### src/rtl/prl_rx_message_queue_if.sv
// PRL RX -> PE message bus: parsed-event push side, PE presentation side and status.
interface prl_rx_message_queue_if #(
    parameter int INFO_W = 23,
    parameter int DEPTH  = 4,
    parameter int CNT_W  = 8
);
    logic                       prl_rx_st_inform_pe_en;
    logic [1:0]                 prl_rx_parser_message_type;
    logic [4:0]                 prl_rx_parser_header_type;
    logic [2:0]                 prl_rx_parser_sop_type;
    logic [INFO_W-1:0]          prl_rx_parser_info;
    logic                       pe2pl_rx_ack;
    logic                       pl2pe_rx_stat_clr;
    logic                       pl2pe_rx_en;
    logic [6:0]                 pl2pe_rx_type;
    logic [2:0]                 pl2pe_rx_sop_type;
    logic [INFO_W-1:0]          pl2pe_rx_info;
    logic [$clog2(DEPTH):0]     pl2pe_rx_level;
    logic                       pl2pe_rx_ovf;
    logic [CNT_W-1:0]           pl2pe_rx_drop_cnt;

    // Handshake: pl2pe_rx_en is the valid. With ACK_MODE=1 it stays high with stable
    // data until an edge samples pe2pl_rx_ack high (one transfer per such edge); with
    // ACK_MODE=0 every en-high cycle is itself the transfer and ack is not looked at.
    modport master (
        output prl_rx_st_inform_pe_en, prl_rx_parser_message_type, prl_rx_parser_header_type,
        output prl_rx_parser_sop_type, prl_rx_parser_info, pe2pl_rx_ack, pl2pe_rx_stat_clr,
        input  pl2pe_rx_en, pl2pe_rx_type, pl2pe_rx_sop_type, pl2pe_rx_info,
        input  pl2pe_rx_level, pl2pe_rx_ovf, pl2pe_rx_drop_cnt
    );

    modport slave (
        input  prl_rx_st_inform_pe_en, prl_rx_parser_message_type, prl_rx_parser_header_type,
        input  prl_rx_parser_sop_type, prl_rx_parser_info, pe2pl_rx_ack, pl2pe_rx_stat_clr,
        output pl2pe_rx_en, pl2pe_rx_type, pl2pe_rx_sop_type, pl2pe_rx_info,
        output pl2pe_rx_level, pl2pe_rx_ovf, pl2pe_rx_drop_cnt
    );
endinterface

### src/rtl/prl_rx_message_queue.sv
// FIFO of parsed PRL RX message events presented to the policy engine, with
// held valid/ack or single-pulse presentation and sticky overflow accounting.
module prl_rx_message_queue #(
    parameter int INFO_W   = 23,
    parameter int DEPTH    = 4,
    parameter bit ACK_MODE = 1'b1,
    parameter int CNT_W    = 8
) (
    input  logic                  clk,
    input  logic                  rst_n,
    prl_rx_message_queue_if.slave bus
);
    localparam int AW    = $clog2(DEPTH);
    localparam int LVL_W = $clog2(DEPTH) + 1;
    localparam int ENT_W = 7 + 3 + INFO_W;
    localparam logic [LVL_W-1:0] FULL    = LVL_W'(DEPTH);
    localparam logic [CNT_W-1:0] CNT_MAX = '1;

    logic [ENT_W-1:0]  mem [DEPTH];
    logic [AW-1:0]     wr_ptr;
    logic [AW-1:0]     rd_ptr;
    logic [LVL_W-1:0]  level;
    logic              en_q;
    logic [6:0]        type_q;
    logic [2:0]        sop_q;
    logic [INFO_W-1:0] info_q;
    logic              ovf_q;
    logic [CNT_W-1:0]  drop_q;

    logic              pop;
    logic              push_ok;
    logic              drop;
    logic [LVL_W-1:0]  level_after_pop;
    logic [AW-1:0]     rd_ptr_next;
    logic [ENT_W-1:0]  wr_entry;
    logic [ENT_W-1:0]  head_next;

    assign pop             = en_q & (ACK_MODE ? bus.pe2pl_rx_ack : 1'b1);
    // A pop frees a slot in the same cycle, so a full queue still accepts the push.
    assign push_ok         = bus.prl_rx_st_inform_pe_en & ((level != FULL) | pop);
    assign drop            = bus.prl_rx_st_inform_pe_en & (level == FULL) & ~pop;
    assign level_after_pop = level - LVL_W'(pop);
    assign rd_ptr_next     = rd_ptr + AW'(pop);
    assign wr_entry        = {bus.prl_rx_parser_message_type, bus.prl_rx_parser_header_type,
                              bus.prl_rx_parser_sop_type, bus.prl_rx_parser_info};
    assign head_next       = mem[rd_ptr_next];

    always_ff @(posedge clk) begin
        if (push_ok) begin
            mem[wr_ptr] <= wr_entry;
        end
    end

    // The presented entry is reloaded from entries already held before this edge,
    // which gives the push-to-valid latency of two edges and no input-to-output path.
    always_ff @(posedge clk or negedge rst_n) begin
        if (!rst_n) begin
            wr_ptr <= '0;
            rd_ptr <= '0;
            level  <= '0;
            en_q   <= 1'b0;
            type_q <= '0;
            sop_q  <= '0;
            info_q <= '0;
        end else begin
            rd_ptr <= rd_ptr_next;
            level  <= level_after_pop + LVL_W'(push_ok);
            if (push_ok) begin
                wr_ptr <= wr_ptr + AW'(1);
            end
            if (level_after_pop != '0) begin
                en_q                     <= 1'b1;
                {type_q, sop_q, info_q}  <= head_next;
            end else begin
                en_q <= 1'b0;
            end
        end
    end

    // Clear wins over the old value but not over a drop in the same cycle.
    always_ff @(posedge clk or negedge rst_n) begin
        if (!rst_n) begin
            ovf_q  <= 1'b0;
            drop_q <= '0;
        end else if (bus.pl2pe_rx_stat_clr) begin
            ovf_q  <= drop;
            drop_q <= CNT_W'(drop);
        end else if (drop) begin
            ovf_q <= 1'b1;
            if (drop_q != CNT_MAX) begin
                drop_q <= drop_q + CNT_W'(1);
            end
        end
    end

    assign bus.pl2pe_rx_en       = en_q;
    assign bus.pl2pe_rx_type     = type_q;
    assign bus.pl2pe_rx_sop_type = sop_q;
    assign bus.pl2pe_rx_info     = info_q;
    assign bus.pl2pe_rx_level    = level;
    assign bus.pl2pe_rx_ovf      = ovf_q;
    assign bus.pl2pe_rx_drop_cnt = drop_q;
endmodule
### src/flat_wrapper.sv
// flat-port wrapper written by rule: the top's interface ports become plain ports
module prl_rx_message_queue_flat 
#(
    parameter int INFO_W   = 23,
    parameter int DEPTH    = 4,
    parameter bit ACK_MODE = 1'b1,
    parameter int CNT_W    = 8
)
  (clk, rst_n, bus_prl_rx_st_inform_pe_en, bus_prl_rx_parser_message_type, bus_prl_rx_parser_header_type, bus_prl_rx_parser_sop_type, bus_prl_rx_parser_info, bus_pe2pl_rx_ack, bus_pl2pe_rx_stat_clr, bus_pl2pe_rx_en, bus_pl2pe_rx_type, bus_pl2pe_rx_sop_type, bus_pl2pe_rx_info, bus_pl2pe_rx_level, bus_pl2pe_rx_ovf, bus_pl2pe_rx_drop_cnt);
  prl_rx_message_queue_if #(.INFO_W(INFO_W), .DEPTH(DEPTH), .CNT_W(CNT_W)) bus_i ();
  input  logic clk;
  input  logic rst_n;
  input wire logic [$bits(bus_i.prl_rx_st_inform_pe_en)-1:0] bus_prl_rx_st_inform_pe_en;
  input wire logic [$bits(bus_i.prl_rx_parser_message_type)-1:0] bus_prl_rx_parser_message_type;
  input wire logic [$bits(bus_i.prl_rx_parser_header_type)-1:0] bus_prl_rx_parser_header_type;
  input wire logic [$bits(bus_i.prl_rx_parser_sop_type)-1:0] bus_prl_rx_parser_sop_type;
  input wire logic [$bits(bus_i.prl_rx_parser_info)-1:0] bus_prl_rx_parser_info;
  input wire logic [$bits(bus_i.pe2pl_rx_ack)-1:0] bus_pe2pl_rx_ack;
  input wire logic [$bits(bus_i.pl2pe_rx_stat_clr)-1:0] bus_pl2pe_rx_stat_clr;
  output wire logic [$bits(bus_i.pl2pe_rx_en)-1:0] bus_pl2pe_rx_en;
  output wire logic [$bits(bus_i.pl2pe_rx_type)-1:0] bus_pl2pe_rx_type;
  output wire logic [$bits(bus_i.pl2pe_rx_sop_type)-1:0] bus_pl2pe_rx_sop_type;
  output wire logic [$bits(bus_i.pl2pe_rx_info)-1:0] bus_pl2pe_rx_info;
  output wire logic [$bits(bus_i.pl2pe_rx_level)-1:0] bus_pl2pe_rx_level;
  output wire logic [$bits(bus_i.pl2pe_rx_ovf)-1:0] bus_pl2pe_rx_ovf;
  output wire logic [$bits(bus_i.pl2pe_rx_drop_cnt)-1:0] bus_pl2pe_rx_drop_cnt;
  assign bus_i.prl_rx_st_inform_pe_en = bus_prl_rx_st_inform_pe_en;
  assign bus_i.prl_rx_parser_message_type = bus_prl_rx_parser_message_type;
  assign bus_i.prl_rx_parser_header_type = bus_prl_rx_parser_header_type;
  assign bus_i.prl_rx_parser_sop_type = bus_prl_rx_parser_sop_type;
  assign bus_i.prl_rx_parser_info = bus_prl_rx_parser_info;
  assign bus_i.pe2pl_rx_ack = bus_pe2pl_rx_ack;
  assign bus_i.pl2pe_rx_stat_clr = bus_pl2pe_rx_stat_clr;
  assign bus_pl2pe_rx_en = bus_i.pl2pe_rx_en;
  assign bus_pl2pe_rx_type = bus_i.pl2pe_rx_type;
  assign bus_pl2pe_rx_sop_type = bus_i.pl2pe_rx_sop_type;
  assign bus_pl2pe_rx_info = bus_i.pl2pe_rx_info;
  assign bus_pl2pe_rx_level = bus_i.pl2pe_rx_level;
  assign bus_pl2pe_rx_ovf = bus_i.pl2pe_rx_ovf;
  assign bus_pl2pe_rx_drop_cnt = bus_i.pl2pe_rx_drop_cnt;
  prl_rx_message_queue #(.INFO_W(INFO_W), .DEPTH(DEPTH), .ACK_MODE(ACK_MODE), .CNT_W(CNT_W)) u_core (.clk(clk), .rst_n(rst_n), .bus(bus_i));
endmodule
### config.mk
export PLATFORM = sky130hd
export DESIGN_NAME = prl_rx_message_queue_flat
export DESIGN_NICKNAME = d
export VERILOG_FILES = /design/src/rtl/prl_rx_message_queue_if.sv /design/src/rtl/prl_rx_message_queue.sv /design/src/flat_wrapper.sv
export SDC_FILE = /design/constraint.sdc
export NUM_CORES = 1
export LEC_CHECK = 0
export ABC_AREA = 1
export BUFFER_PORTS_ARGS = -buffer_cell sky130_fd_sc_hd__buf_4
export CORE_MARGIN = 2
export CORE_UTILIZATION = 35
export CTS_BUF_LIST = sky130_fd_sc_hd__clkbuf_2
export DETAILED_ROUTE_END_ITERATION = 8
export PLACE_DENSITY = 0.55
export RECOVER_POWER = 100
export REMOVE_ABC_BUFFERS = 1
export SYNTH_ARGS = -nofsm -noshare
export SYNTH_HDL_FRONTEND = slang
export SYNTH_SLANG_ARGS = --single-unit
### constraint.sdc
create_clock -name clk -period 3.1 [get_ports clk]
set_clock_uncertainty 0.05 [all_clocks]
set_input_delay 0.62 -clock clk [delete_from_list [all_inputs] [get_ports clk]]
set_output_delay 0.62 -clock clk [all_outputs]
set_load 0.01 [all_outputs]
## Word level (Yosys, flattened, before mapping)

Memory sizes are Yosys's and may differ from the RTL's. A register that Yosys moved wholly into a read port is not among the register bits.
Cells that the tools add are included.
Widths: inputs -> output; s select.

- Memories kept: 1
- Memory bits (writable): 132
- Flip-flop bits (word level): 17
- Input port bits: 38

Memory list:

| name | words | bits a word | rd ports | clocked after Yosys merged registers in | wr ports | RTL line | RTL |
|---|---|---|---|---|---|---|---|
| u_core.mem | 4 | 33 | 1 | 1 | 1 | prl_rx_message_queue.sv:19 | `logic [ENT_W-1:0] mem [DEPTH];` |

- Equality and inequality tests: 3
- Mux-type cells: 8
- $add $sub $neg: 5
- Bitwise operators: 6
- Reductions and logical operators: 5

Operators by type and width:

| kind | number |
|---|---|
| $mux 8 | 3 |
| $add 8x1->8 const B | 1 |
| $ne 8x8->1 const B | 1 |
| $mux 1 | 5 |
| $and 1x1->1 | 4 |
| $reduce_bool 2->1 | 2 |
| $add 3x1->3 | 1 |
| $eq 3x3->1 const B | 1 |
| $ne 3x3->1 const B | 1 |
| $reduce_bool 3->1 | 1 |
| $sub 3x1->3 | 1 |
| $add 2x1->2 | 1 |
| $add 2x1->2 const B | 1 |
| $reduce_and 2->1 | 1 |
| $logic_not 1->1 | 1 |
| $not 1->1 | 1 |
| $or 1x1->1 | 1 |

## Longest topological paths before layout

Gate-level depths: netlist of run 1.

- Depth after elaboration: 5
- Depth in mapped cells: 11

## Worst setup path after synthesis of run 1

OpenSTA, ideal clock, no wires.

- Path kind: input-to-reg
- Start point: input port bus_pe2pl_rx_ack
- End point: memory u_core.mem[0][0] (netlist name), enable pin
- Stages: 4
- Path slack: 0.323 ns
- Arrival: 2.303 ns
- Cell sequence: nand2_1 -> nand3_1 -> nand2_1 -> nor2_1

- Cells in the longest elaborated chain, start to end: 5

RTL lines:

| element | RTL line | RTL |
|---|---|---|
| start, declared | flat_wrapper.sv:18 | `input wire logic [$bits(bus_i.pe2pl_rx_ack)-1:0] bus_pe2pl_rx_ack;` |
| $and 1x1->1 | prl_rx_message_queue.sv:38 | `assign pop = en_q & (ACK_MODE ? bus.pe2pl_rx_ack : 1'b1);` |
| $or 1x1->1 | prl_rx_message_queue.sv:40 | `assign push_ok = bus.prl_rx_st_inform_pe_en & ((level != FULL) \| pop);` |
| $and 1x1->1 | prl_rx_message_queue.sv:40 |  |
| $mux 1 | prl_rx_message_queue.sv:49 | `if (push_ok) begin` |
| $mux 1 (implied by the code) | prl_rx_message_queue.sv:50 | `mem[wr_ptr] <= wr_entry;` |
| end, declared | prl_rx_message_queue.sv:19 |  |

No other way between the ends.

## Worst setup path in the final report of run 1

- Start point: register u_core.en_q, in the netlist u_core.bus.pl2pe_rx_en
- End point: memory u_core.mem[2][2] (netlist name), enable pin

- Cells in the longest elaborated chain, start to end: 5

RTL lines:

| element | RTL line | RTL |
|---|---|---|
| start, declared | prl_rx_message_queue.sv:23 | `logic en_q;` |
| start signal, assigned | prl_rx_message_queue.sv:61 | `en_q <= 1'b0;` |
| start signal, assigned | prl_rx_message_queue.sv:72 | `en_q <= 1'b1;` |
| start signal, assigned | prl_rx_message_queue.sv:75 | `en_q <= 1'b0;` |
| $and 1x1->1 | prl_rx_message_queue.sv:38 |  |
| $or 1x1->1 | prl_rx_message_queue.sv:40 |  |
| $and 1x1->1 | prl_rx_message_queue.sv:40 |  |
| $mux 1 | prl_rx_message_queue.sv:49 |  |
| $mux 1 (implied by the code) | prl_rx_message_queue.sv:50 |  |

No other way between the ends.

==> impl_summary.md, run 1 <==
Critical path
The cell with the largest stage delay on the worst path is sky130_fd_sc_hd__nor2_1. The internal reg-to-reg setup slack is a little over 600 ps. The critical path capture point is u_core.mem[2][2]$_DFFE_PP_.

The required time at the worst-slack endpoint is approximately 3500 ps. Counting buffers and inverters, the worst setup path is 5 cells deep. The cell occurring most often along the worst timing path is sky130_fd_sc_hd__nand2_1. In this run the critical register-to-register path is captured at u_core.mem[2][2]$_DFFE_PP_. Counting both buffers and inverters, the worst setup path holds a total of 1. For the worst flop-to-flop path, the logic depth is 5. The signal on the critical path passes through nand2_1 > nand3_1 > nand2_1 > nor2_1 > buf_4. The worst setup path is captured at a register. The worst register-to-register path begins at u_core.bus.pl2pe_rx_en$_DFF_PN0_. The category of cells accounting for the largest share of critical-path delay is simple AND/OR/NAND/NOR gates. The largest single stage delay on the critical path is approximately 880 ps.

Data on the critical path arrives at its endpoint at 2890 ps. The element type at the critical path start is a register. The critical path start-end classification is register to register.

The maximum net fanout on the critical path is 11. The worst setup path startpoint is u_core.bus.pl2pe_rx_en$_DFF_PN0_.

Power
The power per cell area is 883 mW/mm2. IR analysis of the VDD net gives a maximum drop of around 0.00029 V. The combinational power share is 40.2%. The internal portion of the total power is 4.56 mW.

The share of total power dissipated in the clock network is between 10% and 20%. The net switching power of the design is 3.19 mW. In this run switching power makes up 41.2% of total power. The power share of the sequential group is between 40 and 50%. The reported leakage power is 3.71 nW. The completed layout was analyzed and its total power is between 7 and 8 mW.

Drt
The iteration-0 DRC count of the detailed router is around 210. In this run the remaining antenna-violating nets after routing total 0. The routed design has about 15000 um of wire. Before antenna repair, the detailed router went through 4 iterations. The detailed-route vias per instance is about 4.3. The final routed wire length divided by cell count is between 10 and 15 um. After detailed routing, the number of remaining DRC violations is 0. The overall via count from detail_route is slightly below 5000.

Floorplan
The number of standard-cell rows in the floorplan is 54. The count of pins on the block boundary is between 80 and 90. The standard cell core area is approximately 0.022 mm2.

The die is between 150 and 200 um wide. The die covers roughly 0.023 mm2. The initial core utilization is 35.5%. The vertical die dimension is between 150 and 200 um.

Clock tree
Counting every sink on the clock net gives 182. The clock latency on the worst-skew pair is roughly 750 ps. The clock tree from TritonCTS is built.

In this run the deepest clock path goes through 2 buffers. Clock tree synthesis inserted a total of 17 buffers. The clock root buffer is sky130_fd_sc_hd__clkbuf_2.

The register clock-pin slew on the reported worst setup and hold paths is ~240 ps. The number of H-tree levels is 4.

GRT
Global routing finished with a remaining overflow of 0. The via count of the first global-routing pass was approximately 4500. The number of antenna violations at the first check in global routing is 1.

The global router's overall resource usage is a little over an eighth. The first global-routing pass estimated 23700 um of wire. The pin count of the biggest net entering global routing is slightly above 50.

STA
The final hold violation count is 0. The worst hold slack after final layout is around 150 ps. The final critical delay including setup and external delays is 2490 ps.

The count of endpoints failing setup in the final report is 0. The tightest slew margin relative to the limit is 7.28%. The max-slew violation count is 0. Timing would allow up to approximately 0.4 GHz.

At the pin with the least slew margin, the transition time is between 1000 and 1500 ps. The period utilization is 80.5%. Setup repair after global routing left no endpoint under its margin. The worst setup slack after layout is 606 ps.

Run
The max-capacitance violation count is 0.

Place
The count of buffers from port buffering is 83. The placer congestion estimate is between 0.7 and 0.8. Prior to clock tree synthesis, the placed netlist has a worst setup slack of roughly 450 ps. The total instance count after detailed placement is roughly 1100. Once detailed placement completed, the half-perimeter wirelength came to 9080 um.

Final layout
The area growth from synthesis to layout is 13.8%. The post-layout instance count excluding filler cells is between 1000 and 1500. The commonest non-fill, non-tap cell in the layout is sky130_fd_sc_hd__nand2_1.

The net count of the finished layout is a little under 900. The library cells used most frequently in the layout, excluding fill and tap cells, are sky130_fd_sc_hd__nand2_1, sky130_fd_sc_hd__edfxtp_1, sky130_fd_sc_hd__inv_1, sky130_fd_sc_hd__o21ai_0, sky130_fd_sc_hd__clkbuf_1. The share of cells above drive strength 1 is around 6.5%. The number of fill cells is around 2200.

For this run, the share of the core covered by cells in the final layout is 40.4%.

Synth
Ranked by total cell area, the synthesized netlist is headed by sky130_fd_sc_hd__edfxtp_1, sky130_fd_sc_hd__dfrtp_1, sky130_fd_sc_hd__nand2_1. The number of warnings reported in the yosys synthesis log is 0. Summed over all instances, the cell type with the most area after synthesis is sky130_fd_sc_hd__edfxtp_1. The per-instance average area after synthesis is roughly 11 um2. The synthesized netlist occupies a cell area of about 0.0077 mm2. The count of state elements after synthesis is 182. Synthesis instantiated 30 different standard cells from the library. The top-area cell type share of the netlist area is between 50% and 60%. Synthesis produced a netlist whose cell count is slightly above 700. After synthesis, flip-flops and latches occupy around two thirds of the total area.

Hold path
The worst hold path belongs to the class primary input to register.

Run status
The run finished with clean final reports.
## routing by layer
layer | vias to the layer above | global-route usage [%] | wire, um
met5 | - | 0 | 0
met3 | 8 | 3.41 | 583
met2 | 85 | 19.9 | 6690
met4 | 0 | 4.23 | 75
met1 | 2271 | 18.9 | 7530
li1 | 2514 | - | -
## tightest hold or removal path, cell delays in order
cell and delay, ps:
sky130_fd_sc_hd__buf_4 110, sky130_fd_sc_hd__nand4_1 140, sky130_fd_sc_hd__nand2_1 60
## synth_stat cells, drive strengths merged
master	number
nand2	228
edfxtp	132
inv	119
o21ai	107
dfrtp	50
buf	23
nand3	13
nor2	11
ha	10
clkbuf	5
xnor2	3
a21oi	1
nand3b	1
nand4	1
nor3	1
o21bai	1
or2	1
xor2	1
## area by class of cell
cell class / count / area [um2] / share of cell area (%)
flip-flops and latches: 182 / 5220 / 59.4
multi-input cells: 379 / 1770 / 20.2
repair buffers: 130 / 786 / 8.95
inverters: 119 / 449 / 5.12
well taps: 280 / 350 / 3.99
clock inverters: 14 / 115 / 1.31
clock buffers: 18 / 90.1 / 1.03
diodes: 1 / 2.50 / 0.0285
## flip-flops by register name (all words and copies together) (netlist names)
name                          cells
u_core.bus.pl2pe_rx_type          7
u_core.bus.pl2pe_rx_en            1
u_core.bus.pl2pe_rx_ovf           1
u_core.bus.pl2pe_rx_sop_type      3
u_core.bus.pl2pe_rx_drop_cnt      8
u_core.bus.pl2pe_rx_level         3
u_core.bus.pl2pe_rx_info         23
u_core.rd_ptr                     2
u_core.wr_ptr                     2
u_core.mem                      132
## logic make-up (layout without fill, tap and decap cells)
group | Yosys count | count (layout) | share of synthesized area, %
AND/OR/NAND/NOR | 256 | 256 | 12.9
flip-flops | 182 | 182 | 67.6
buffers and inverters | 147 | 281 | 8.59
AO/OA/AOI/OAI | 109 | 109 | 8.51
adder cells (fa/ha/maj) | 10 | 10 | 1.62
XOR/XNOR | 4 | 4 | 0.795
other | 0 | 1 | 0
## power by group through the flow
stage / Combinational (mW) / Sequential, mW / Clock (mW)
2_1_floorplan: 2.29 / 3.67 / 0
3_3_place_gp: 3.68 / 3.62 / 0
3_5_place_dp: 3.73 / 3.62 / 0
4_1_cts: 3.77 / 3.56 / 1.14
5_1_grt: 3.65 / 3.63 / 1.24
6_report: 3.12 / 3.55 / 1.09
## how the worst min path moves through the flow
| stage | startpoint | endpoint | depth (start not counted) |
|---|---|---|---|
| after floorplan | rst_n | u_core.bus.pl2pe_rx_drop_cnt[0]$_DFFE_PN0P_ | 0 |
| after global placement | u_core.bus.pl2pe_rx_ovf$_DFFE_PN0P_ | u_core.bus.pl2pe_rx_ovf$_DFFE_PN0P_ | 2 |
| after detailed placement | u_core.bus.pl2pe_rx_ovf$_DFFE_PN0P_ | u_core.bus.pl2pe_rx_ovf$_DFFE_PN0P_ | 2 |
| after CTS | bus_prl_rx_st_inform_pe_en | u_core.bus.pl2pe_rx_ovf$_DFFE_PN0P_ | 3 |
| after global routing | bus_prl_rx_st_inform_pe_en | u_core.bus.pl2pe_rx_ovf$_DFFE_PN0P_ | 3 |
| final | bus_prl_rx_st_inform_pe_en | u_core.bus.pl2pe_rx_ovf$_DFFE_PN0P_ | 3 |
## through the flow
stage | TNS, ps | area [um2]
2_1_floorplan | -13450 | 7500
6_report | 0 | 8780
3_3_place_gp | 0 | 8670
3_5_place_dp | 0 | 8670
4_1_cts | 0 | 9220
5_1_grt | 0 | 8780
## repair_timing
action	CTS	global route
setup buffers	0	0
endpoints found under the hold margin	183	0
hold buffers	35	0
gates resized for setup	0	0
(Power assumes the default switching activity.)
==> run 2, diff against run 1 <==
--- a/config.mk
+++ b/config.mk
@@ -5,7 +5,7 @@
 export SDC_FILE = /design/constraint.sdc
 export NUM_CORES = 1
 export LEC_CHECK = 0
-export ABC_AREA = 1
+export ABC_AREA = 0
 export BUFFER_PORTS_ARGS = -buffer_cell sky130_fd_sc_hd__buf_4
 export CORE_MARGIN = 2
 export CORE_UTILIZATION = 35
==> constraint.sdc (replaced) <==
create_clock -name clk -period 2.4 [get_ports clk]
set_clock_uncertainty 0.05 [all_clocks]
set_input_delay 0.48 -clock clk [delete_from_list [all_inputs] [get_ports clk]]
set_output_delay 0.48 -clock clk [all_outputs]
set_load 0.01 [all_outputs]
==> run 2 against run 1 <==
  * Sequential share of layout area grew 2.7 points
  * Maximum frequency increased by 12%
  * Critical path depth grew 4
  * Area after synthesis down 7.1%
  * Largest cell class unchanged
==> impl_summary.md, run 2 <==
Drt
The iteration-0 DRC count of the detailed router is 155 (-25%). The detailed-route vias per instance was 4.85 (+12%). The number of antenna-violating nets in the routed design is 0 (unchanged). The number of remaining DRC errors is 0 (unchanged). The total length of routed wires was 15200 um (+2.1%). The final routed wire length divided by cell count is 18.3 um (+38%). The number of detailed-route iterations in the first pass is 4 (unchanged). The overall via count from detail_route is 4031 (-17%).

Critical path
The worst setup path is captured at a register. The worst setup path is of the register to register kind. The category of cells accounting for the largest share of critical-path delay is buffers and inverters. The internal reg-to-reg setup slack is 170 ps (-440 ps). The count of buffer and inverter cells on the critical path is 3 (+2). The element type at the critical path start is a register.

The cell with the largest stage delay on the worst path is sky130_fd_sc_hd__dfrtp_1. The required time at the worst-slack endpoint came to 3000 ps (-500 ps). The critical path goes through nand2_1 > inv_1 > ha_1 > ha_1 > xnor2_4 > clkbuf_1 > a31oi_4 > buf_4 > a21oi_1. The biggest cell delay along the critical path was 450 ps (-430 ps). The maximum net fanout on the critical path is 12 (+1).

The cell occurring most often along the worst timing path is sky130_fd_sc_hd__ha_1. The signal arrival time at the worst endpoint is 2830 ps (-60 ps).

Floorplan
The count of pins on the block boundary was 84 (unchanged). The initial core utilization is 35.5% (+0.073 points). The die width came to 147 um (-3.5%). The number of standard-cell rows in the floorplan is 52 (-3.7%). The area enclosed by the die boundary is 0.0216 mm2 (-6.9%).

The standard cell core area is 0.0202 mm2 (-7.3%). The vertical die dimension is 147 um (-3.5%).

Power
The power per cell area was 1230 mW/mm2 (+40%). The total design power is 10.4 mW (+34%). The peak supply drop is 0.000631 V (+120%).

The reported leakage power came to 2.95 nW (-20%).

Final layout
The layout net count was 596 (-32%). The final design utilization is 41.7% (+1.3 points). The commonest non-fill, non-tap cell in the layout is sky130_fd_sc_hd__edfxtp_1.

The flip-flop count of the largest register after layout is 132 (unchanged). The number of antenna repair diodes is 0 (-1). From synthesis to final layout, the design area changed by 17.2%.

The total non-filler cell area in the finished layout came to 0.00840 mm2 (-4.3%). Counting flops per register, the top entry is u_core.mem. In the layout the commonest cells are sky130_fd_sc_hd__edfxtp_1, sky130_fd_sc_hd__clkbuf_1, sky130_fd_sc_hd__dfrtp_1, sky130_fd_sc_hd__a21oi_1, sky130_fd_sc_hd__dlygate4sd3_1. The share of cells above drive strength 1 is 18.5% (+12 points).

Run
The max-capacitance violation count is 0 (unchanged).

STA
The count of endpoints failing setup in the final report came to 0 (unchanged). The worst hold slack after final layout is 167 ps (+12.4 ps). The max-slew violation count is 0 (unchanged). Setup repair after global routing left no endpoint under its margin.

The tightest slew margin relative to the limit was 4.31% (-3.0 points). The maximum clock frequency is 0.448 GHz (+12%). The transition time of the tightest slew-check pin is 1440 ps (+44.6 ps).

The final critical delay including setup and external delays is 2230 ps (-262 ps). The final hold violation count is 0 (unchanged). The period utilization is 93.0% (+13 points). The total negative slack came to 0 ps (unchanged).

Synth
The number of warnings reported in the yosys synthesis log is 0 (unchanged). The most frequent cell after synthesis is sky130_fd_sc_hd__edfxtp_1. The fraction of the mapped netlist area in adder cells was 1.75% (+0.12 points). The gate count after technology mapping is 408 (-42%). After synthesis, the cell types taking the most area are sky130_fd_sc_hd__edfxtp_1, sky130_fd_sc_hd__dfrtp_1, sky130_fd_sc_hd__mux2_2. Counting instances in the post-synthesis netlist gives the leading cell types as sky130_fd_sc_hd__edfxtp_1, sky130_fd_sc_hd__dfrtp_1, sky130_fd_sc_hd__mux2i_1. The cell area after synthesis is 0.00717 mm2 (-7.1%). The xor/xnor share of the synthesized area is 0.698% (-0.096 points). The simple-gate share of the synthesized area is 2.62% (-10 points). The top-area cell type share of the netlist area is 55.3% (+3.9 points).

By area, the combinational part of the netlist is dominated by multiplexers. The count of flip-flops with a built-in enable after synthesis is 132 (unchanged). The count of different cell masters after synthesis is 41 (+37%). The per-instance average area after synthesis is 17.6 um2 (+61%). The cell type with the largest total area after synthesis is sky130_fd_sc_hd__edfxtp_1.

In the synthesized netlist the dominant register cell turns out to be sky130_fd_sc_hd__edfxtp_1. The count of state elements after synthesis was 182 (unchanged). The part of the Yosys area used for sequential elements came to 72.8% (+5.2 points).

The async set or reset register ratio after synthesis is 27.5% (unchanged). The share of the synthesized area in compound gates (AO/OA/AOI/OAI) was 8.94% (+0.42 points). The multiplexer share of the synthesized area is 9.79% (+9.8 points).

Hold path
The min-delay analysis places its worst path in the category primary input to register.

Place
The count of buffers from port buffering was 83 (unchanged). The placer congestion estimate is 0.749 (-3.0%). The placed wire-length estimate is 9090 um (about the same).

The post-detailed-placement cell area is 0.00821 mm2 (-5.3%).

Clock tree
The number of H-tree levels came to 4 (unchanged). The clock sink count is 182 (unchanged). The clock latency on the worst-skew pair is 740 ps (about the same).

The register clock-pin slew on the reported worst setup and hold paths is 250 ps (about the same). The largest buffer count on any clock path is 2 (unchanged). The clock root buffer is sky130_fd_sc_hd__clkbuf_2. TritonCTS built the clock tree. The number of buffers created by CTS is 17 (unchanged).

GRT
The via count of the first global-routing pass is 4286 (-5.0%). The pin count of the biggest net entering global routing is 51 (unchanged). The number of antenna violations at the first check in global routing came to 0 (-1). The global router's overall resource usage came to 14.2% (+0.95 points). The global-route congestion overflow total is 0 (unchanged). The first-pass GRT wire length came to 23200 um (-2.1%).

Run status
The flow ran to the end, and the final reports show no timing, DRC or antenna violations.
[run 2: cell types whose count changed in the layout (fill, tap and decap cells not counted), sizes merged, moves of 33 or more]
cell   delta
a21oi    +40
o22ai    +33
nand2   -223
mux2     +33
o21ai   -104
mux2i    +33
inv     -111
[run 2: metrics by stage]
stage               std cells  worst slack (ps)
floorplan                 390             -1570
global placement          762             -85.7
detailed placement        762              -201
CTS                       829             -45.4
global route              831              17.9
finish                    831               168
[run 2: cell type report]
class / instances / area, um2
Sequential cell: 182 / 5220
Clock buffer: 19 / 95.1
Tap cell: 270 / 338
Fill cell: 1925 / 11800
Multi-Input combinational cell: 198 / 1700
Clock inverter: 13 / 103
Timing Repair Buffer: 138 / 906
Inverter: 11 / 41.3
[run 2: final timing paths]
check | from | end | cells past startpoint
max | u_core.bus.pl2pe_rx_en$_DFF_PN0_ | u_core.bus.pl2pe_rx_info[10]$_DFFE_PN0P_ | 9
min | bus_prl_rx_st_inform_pe_en | u_core.bus.pl2pe_rx_drop_cnt[1]$_DFFE_PN0P_ | 4
max reg2reg | u_core.bus.pl2pe_rx_en$_DFF_PN0_ | u_core.bus.pl2pe_rx_info[10]$_DFFE_PN0P_ | 9
min reg2reg | u_core.bus.pl2pe_rx_ovf$_DFFE_PN0P_ | u_core.bus.pl2pe_rx_ovf$_DFFE_PN0P_ | 2
max in group asynchronous | rst_n | u_core.bus.pl2pe_rx_info[1]$_DFFE_PN0P_ | 2
min in group asynchronous | rst_n | u_core.bus.pl2pe_rx_type[1]$_DFFE_PN0P_ | 2
[run 2: what timing repair did]
item                       in CTS  in global routing
resized for setup               1                  3
setup endpoints to repair      14                 33
hold buffers                   35                  0
gates cloned                    0                  1
pin swaps                       2                  2
hold endpoints to repair      191                  0
setup buffers                   0                  1
[run 2: metal layers]
layer / part of all wire, % / vias up / wire (um) / track usage, %
met1: 43 / 2049 / 6540 / 16.7
li1: - / 1873 / - / -
met5: 0 / - / 0 / 0
met4: 0.74 / 0 / 112 / 3.46
met2: 51 / 99 / 7720 / 25.3
met3: 5.3 / 10 / 806 / 4.32
[run 2: cell families (layout without fill, tap and decap cells)]
kind of cell / Yosys count / count (layout)
muxes: 66 / 66
AOI/OAI and AO/OA: 87 / 88
xor gates and xnor gates: 4 / 4
DFF: 182 / 182
adders and majority gates: 10 / 10
buffers and inverters: 29 / 181
and+or+nand+nor: 30 / 30
[run 2: tightest hold or removal path, stage by stage]
cell and delay (ps):
sky130_fd_sc_hd__buf_4 120, sky130_fd_sc_hd__and4_1 190, sky130_fd_sc_hd__nand3_1 90, sky130_fd_sc_hd__a21oi_1 60
[run 2: power by group]
group	switching (mW)	internal (mW)	leakage [nW]	total (mW)
clock network	1.06	0.298	0.123	1.36
registers	0.364	4.25	1.80	4.61
logic	2.53	1.87	1.03	4.40
